[config.mk]
export PLATFORM = sky130hd
export DESIGN_NAME = fft_frame_serializer
export DESIGN_NICKNAME = d
export VERILOG_FILES = /design/src/rtl/fft_pkg.sv /design/src/rtl/fft_frame_serializer.sv
export SDC_FILE = /design/constraint.sdc
export NUM_CORES = 1
export LEC_CHECK = 0
export CAP_MARGIN = 0
export CORE_UTILIZATION = 25
export DETAILED_ROUTE_END_ITERATION = 12
export SLEW_MARGIN = 20
export SYNTH_ARGS = -nofsm -noshare
export SYNTH_HDL_FRONTEND = slang
export SYNTH_SLANG_ARGS = --single-unit
[constraint.sdc]
create_clock -name clk -period 11.4 [get_ports clk]
set_clock_uncertainty 0.2 [all_clocks]
set_input_delay 1.71 -clock clk [delete_from_list [all_inputs] [get_ports clk]]
set_output_delay 1.71 -clock clk [all_outputs]
set_load 0.02 [all_outputs]
[src/rtl/fft_pkg.sv]
// Shared types and helpers for the inverse-FFT output path.
//   sample_t    : signed sample at the default component width (DEF_W+1 bits)
//   cplx_t      : complex pair {re, im} of sample_t
//   idx_width() : index width for an N-point frame, max(1, clog2(N))
//   state_t     : frame serializer FSM states
package fft_pkg;

  localparam int unsigned DEF_W = 15;

  typedef logic signed [DEF_W:0] sample_t;

  typedef struct packed {
    sample_t re;
    sample_t im;
  } cplx_t;

  typedef enum logic {
    IDLE,
    STREAM
  } state_t;

  function automatic int unsigned idx_width(input int unsigned n);
    return (n <= 1) ? 1 : $clog2(n);
  endfunction

endpackage

[src/rtl/fft_frame_serializer.sv]
// Frame serializer at the end of the inverse-FFT path. Captures one complete
// N-point complex frame in a single cycle and streams it out one sample per
// cycle, index order 0..N-1, over valid/ready. A new frame may be captured on
// the final handshake of the current one, so consecutive frames have no bubble.
//
// Ports:
//   clk, rst        clock (rising edge), asynchronous active-high reset
//   in_valid        x_in holds a complete frame
//   in_ready        frame is captured this cycle if in_valid is high
//   x_in            frame; [k][0] = real, [k][1] = imaginary, W+1 bits each
//   out_valid       out_re/out_im/out_idx/out_last are valid
//   out_ready       consumer accepts the current sample
//   out_re, out_im  components of sample out_idx
//   out_idx         sample index, IDX_W bits
//   out_last        high on the final sample of the frame
//   frame_cnt       fully emitted frames, wraps modulo 2^16
module fft_frame_serializer
  import fft_pkg::*;
#(
  parameter int unsigned N = 8,
  parameter int unsigned W = 15,
  localparam int unsigned IDX_W = idx_width(N)
) (
  input  logic                   clk,
  input  logic                   rst,
  input  logic                   in_valid,
  output logic                   in_ready,
  input  logic [N-1:0][1:0][W:0] x_in,
  output logic                   out_valid,
  input  logic                   out_ready,
  output logic signed [W:0]      out_re,
  output logic signed [W:0]      out_im,
  output logic [IDX_W-1:0]       out_idx,
  output logic                   out_last,
  output logic [15:0]            frame_cnt
);

  typedef logic [N-1:0][1:0][W:0] frame_t;

  localparam logic [IDX_W-1:0] LAST_IDX = IDX_W'(N - 1);

  state_t          state_q;
  state_t          state_d;
  frame_t          frame_buf;
  logic [IDX_W-1:0] idx;
  logic            at_last;
  logic            streaming;
  logic            handshake;
  logic            capture;

  assign streaming = (state_q == STREAM);
  assign at_last   = (idx == LAST_IDX);
  assign handshake = streaming && out_ready;

  // All outputs read registered state only, so they are stable under
  // backpressure and return to zero the instant rst asserts.
  assign out_valid = streaming;
  assign out_re    = frame_buf[idx][0];
  assign out_im    = frame_buf[idx][1];
  assign out_idx   = idx;
  // Gated by state so the N = 1 case still reads 0 out of reset.
  assign out_last  = streaming && at_last;

  always_comb begin
    in_ready = 1'b0;
    state_d  = state_q;
    if (!rst) begin
      unique case (state_q)
        IDLE:    in_ready = 1'b1;
        STREAM:  in_ready = out_ready && at_last;
        default: in_ready = 1'b0;
      endcase
    end
    capture = in_valid && in_ready;
    unique case (state_q)
      IDLE: begin
        if (capture) state_d = STREAM;
      end
      STREAM: begin
        if (handshake && at_last) state_d = capture ? STREAM : IDLE;
      end
      default: state_d = IDLE;
    endcase
  end

  always_ff @(posedge clk or posedge rst) begin
    if (rst) begin
      state_q   <= IDLE;
      frame_buf <= '0;
      idx       <= '0;
      frame_cnt <= '0;
    end else begin
      state_q <= state_d;
      // Capture takes priority: on a back-to-back edge the final handshake
      // and the new frame load coincide, and idx must restart at 0.
      if (capture) begin
        frame_buf <= x_in;
        idx       <= '0;
      end else if (handshake) begin
        idx <= at_last ? '0 : idx + IDX_W'(1);
      end
      if (handshake && at_last) frame_cnt <= frame_cnt + 16'd1;
    end
  end

endmodule

==> results.ini <==
[run_status]
status=completed

[clocking]
cts_inserted_buffers=35
cts_resized=0
tritoncts=done
clock_path_buffers=3
clkSlewWorstSetupHoldPaths_ps=60
htree_levels=2
cts.sinks=276
post_cts_buffers=0
cts-root-buf=clkbuf_16
worstSkewPairLatency_ps=520
ctsHoldBuffers=0

[timing]
tns_ps=0
slew_headroom=0.326
fmax_mhz=179
rsz0062_at_grt=false
finalSetupViolCount=0
min_period_ps=5580
maxSlewViolCount=0
worst_pin_slew_ps=1010
timing.final.crit_share=0.489
final_hold_viol_count=0

[setup_path]
endpoint=out_im[14]
worst_r2r_endpoint=frame_buf[197]
r2r_start=out_idx[0]
cp.arrival_ps=3670
rr_worst_depth=8
r2r_setup_slack_ps=6480
path_max_fanout=40
cp-start-kind=flip-flop
startpoint=out_idx[0]
criticalPathCategory=reg2out
required_ps=9490
end_kind=output port

[die]
die_y_um=233
rows=84
die_area_um2=54100
dieWidth_um=233
initial_core_util=0.253
core_area_um2=52600
boundaryPins=314

[logic_synthesis]
syn_area_um2=13300
postSynthCellCount=736
synthTopCellsByArea=dfrtp_1 (52%), mux2_4 (21%), mux4_2 (11%), mux2_2 (7.9%), buf_12 (3.2%)
ys_seq_elements=276
netlist.area_leader.share=0.519
yosysUniqueCellTypes=29
ys_seq_area_frac=0.519
synth_nets=999
yosys_warnings=0
avgSynthCellArea_um2=18.1
yosysTopAreaCell=dfrtp_1

[detailed_routing]
vias_per_cell=4.25
vias=7486
drt_pass1_iterations=4
route.final.wire_length_um=34800
drc=0
routedWlPerCell_um=19.7
ant_nets=0
drtIter0Drc=299

[run]
drv_cap=0

[finish]
fin_util=0.342
area_delta_synth_final_pct=35.3
drive_gt1_frac=0.391
nets=1309

[power]
p_comb_frac=0.404
power_mw=4.91
intPower_mw=3.45
leakage_nw=7.43
peakVddDrop_v=0.000181
p_seq_frac=0.366
pwr-share-clk=0.230
p_sw_frac=0.297
p_switching_mw=1.46
power_density_nw_per_um2=273

[global_route]
gr-total-overflow=0
grt_max_degree=130
antenna_found_initial=3
grt_usage=0.129
grt_pass1_vias=8337
grt_pass1_wl_um=52500

[placement]
place_hpwl_um=23500
gp_congestion=0.743
port_buffers=313

[hold_path]
hold_class=reg2reg
hold_start=frame_cnt[15]

==> how the worst min path moves through the flow <==
stage / end / slack [ps] / cells past startpoint
after global placement: frame_buf[174] / 270 / 1
after global routing: frame_cnt[15] / 300 / 1
after detailed placement: frame_cnt[15] / 280 / 1
final: frame_cnt[15] / 280 / 1
after floorplan: frame_buf[174] / 250 / 1
after CTS: frame_cnt[15] / 290 / 1
==> through the flow <==
| step | instances | hold WS [ps] | cell area [µm²] | worst slack (ps) |
|---|---|---|---|---|
| 2_1_floorplan | 736 | 252 | 13300 | 1880 |
| 3_3_place_gp | 1696 | 265 | 16800 | 6260 |
| 3_5_place_dp | 1696 | 277 | 16800 | 6270 |
| 4_1_cts | 1759 | 287 | 18000 | 5640 |
| 5_1_grt | 1761 | 303 | 18000 | 5570 |
| 6_report | 1762 | 275 | 18000 | 5820 |
==> state kept, by name, indices dropped and copies added, names as in the netlist <==
name and flops:
out_valid 1, out_idx 3, frame_buf 256, frame_cnt 16
==> layout make-up <==
| class | count | area, µm² |
|---|---|---|
| clock buffer | 57 | 1110 |
| timing repair buffer | 323 | 3230 |
| multi-input combinational | 408 | 5790 |
| antenna | 2 | 5.00 |
| clock inverter | 6 | 70.1 |
| fill | 5082 | 34600 |
| tap | 688 | 861 |
| sequential | 276 | 6920 |
| inverter | 2 | 15.0 |
==> metal layers <==
metal  share of wire  vias to the layer above  GRT usage  wire [µm]
met5         0.00035                        -          0         12
met2            0.48                      222      0.203      16600
li1                -                     3358          -          -
met4           0.022                        2     0.0425        778
met3           0.078                       48     0.0435       2710
met1            0.42                     3856      0.164      14700
==> synth_stat cells <==
library cell  count
dfrtp_1         276
mux2_4          190
mux2_2           93
mux4_2           64
buf_12           21
xnor2_1          13
buf_4            10
clkbuf_1          8
nand3_1           8
buf_2             6
mux2_1            6
nand2_1           6
nand4_1           5
a21oi_1           3
and4_1            3
buf_1             3
ha_1              3
nor2_1            3
and2_1            2
buf_8             2
inv_1             2
xor2_1            2
a21o_1            1
a21oi_2           1
and2_4            1
and3_1            1
nand2_2           1
nor2b_1           1
nor3_1            1
==> logic make-up (layout without fill, tap and decap cells) <==
kind of cell,count (synthesis),in the layout,synth area share
fa+ha+maj,3,3,0.00282
compound gates,5,5,0.00235
flops,276,276,0.519
other cells,0,2,0
buf+inv,52,388,0.0455
simple gates,32,32,0.0133
mux,353,353,0.407
xor+xnor,15,15,0.00988
==> cells in the final DEF, fill, tap and decap left out, types with 2 or more instances in the layout <==
master	instances
clkbuf_1	8
nand2_1	6
and4_1	3
mux2_1	6
nand3_1	8
mux4_2	64
mux2_4	190
dfrtp_1	273
clkbuf_16	36
buf_4	9
nor2_1	3
dfrtp_4	2
a21oi_1	3
xor2_1	2
clkbuf_8	13
mux2_2	93
and2_1	2
diode_2	2
ha_1	3
xnor2_1	13
nand4_1	5
clkdlybuf4s50_1	313
clkinv_2	3
==> worst max-delay path, cell delays in order (launching register included) <==
cell and delay (ps):
dfrtp_4 870, buf_4 760, mux4_2 620, mux2_2 280
clkdlybuf4s50_1 540
==> power groups by stage <==
stage,clock [mW],sequential [mW],combinational (mW)
global placement,0,1.81,1.97
finish,1.13,1.80,1.99
CTS,1.17,1.81,2.02
global route,1.21,1.87,2.11
floorplan,0,1.63,1.52
detailed placement,0,1.82,1.99
Note: power is estimated with default switching activity, not from simulation.
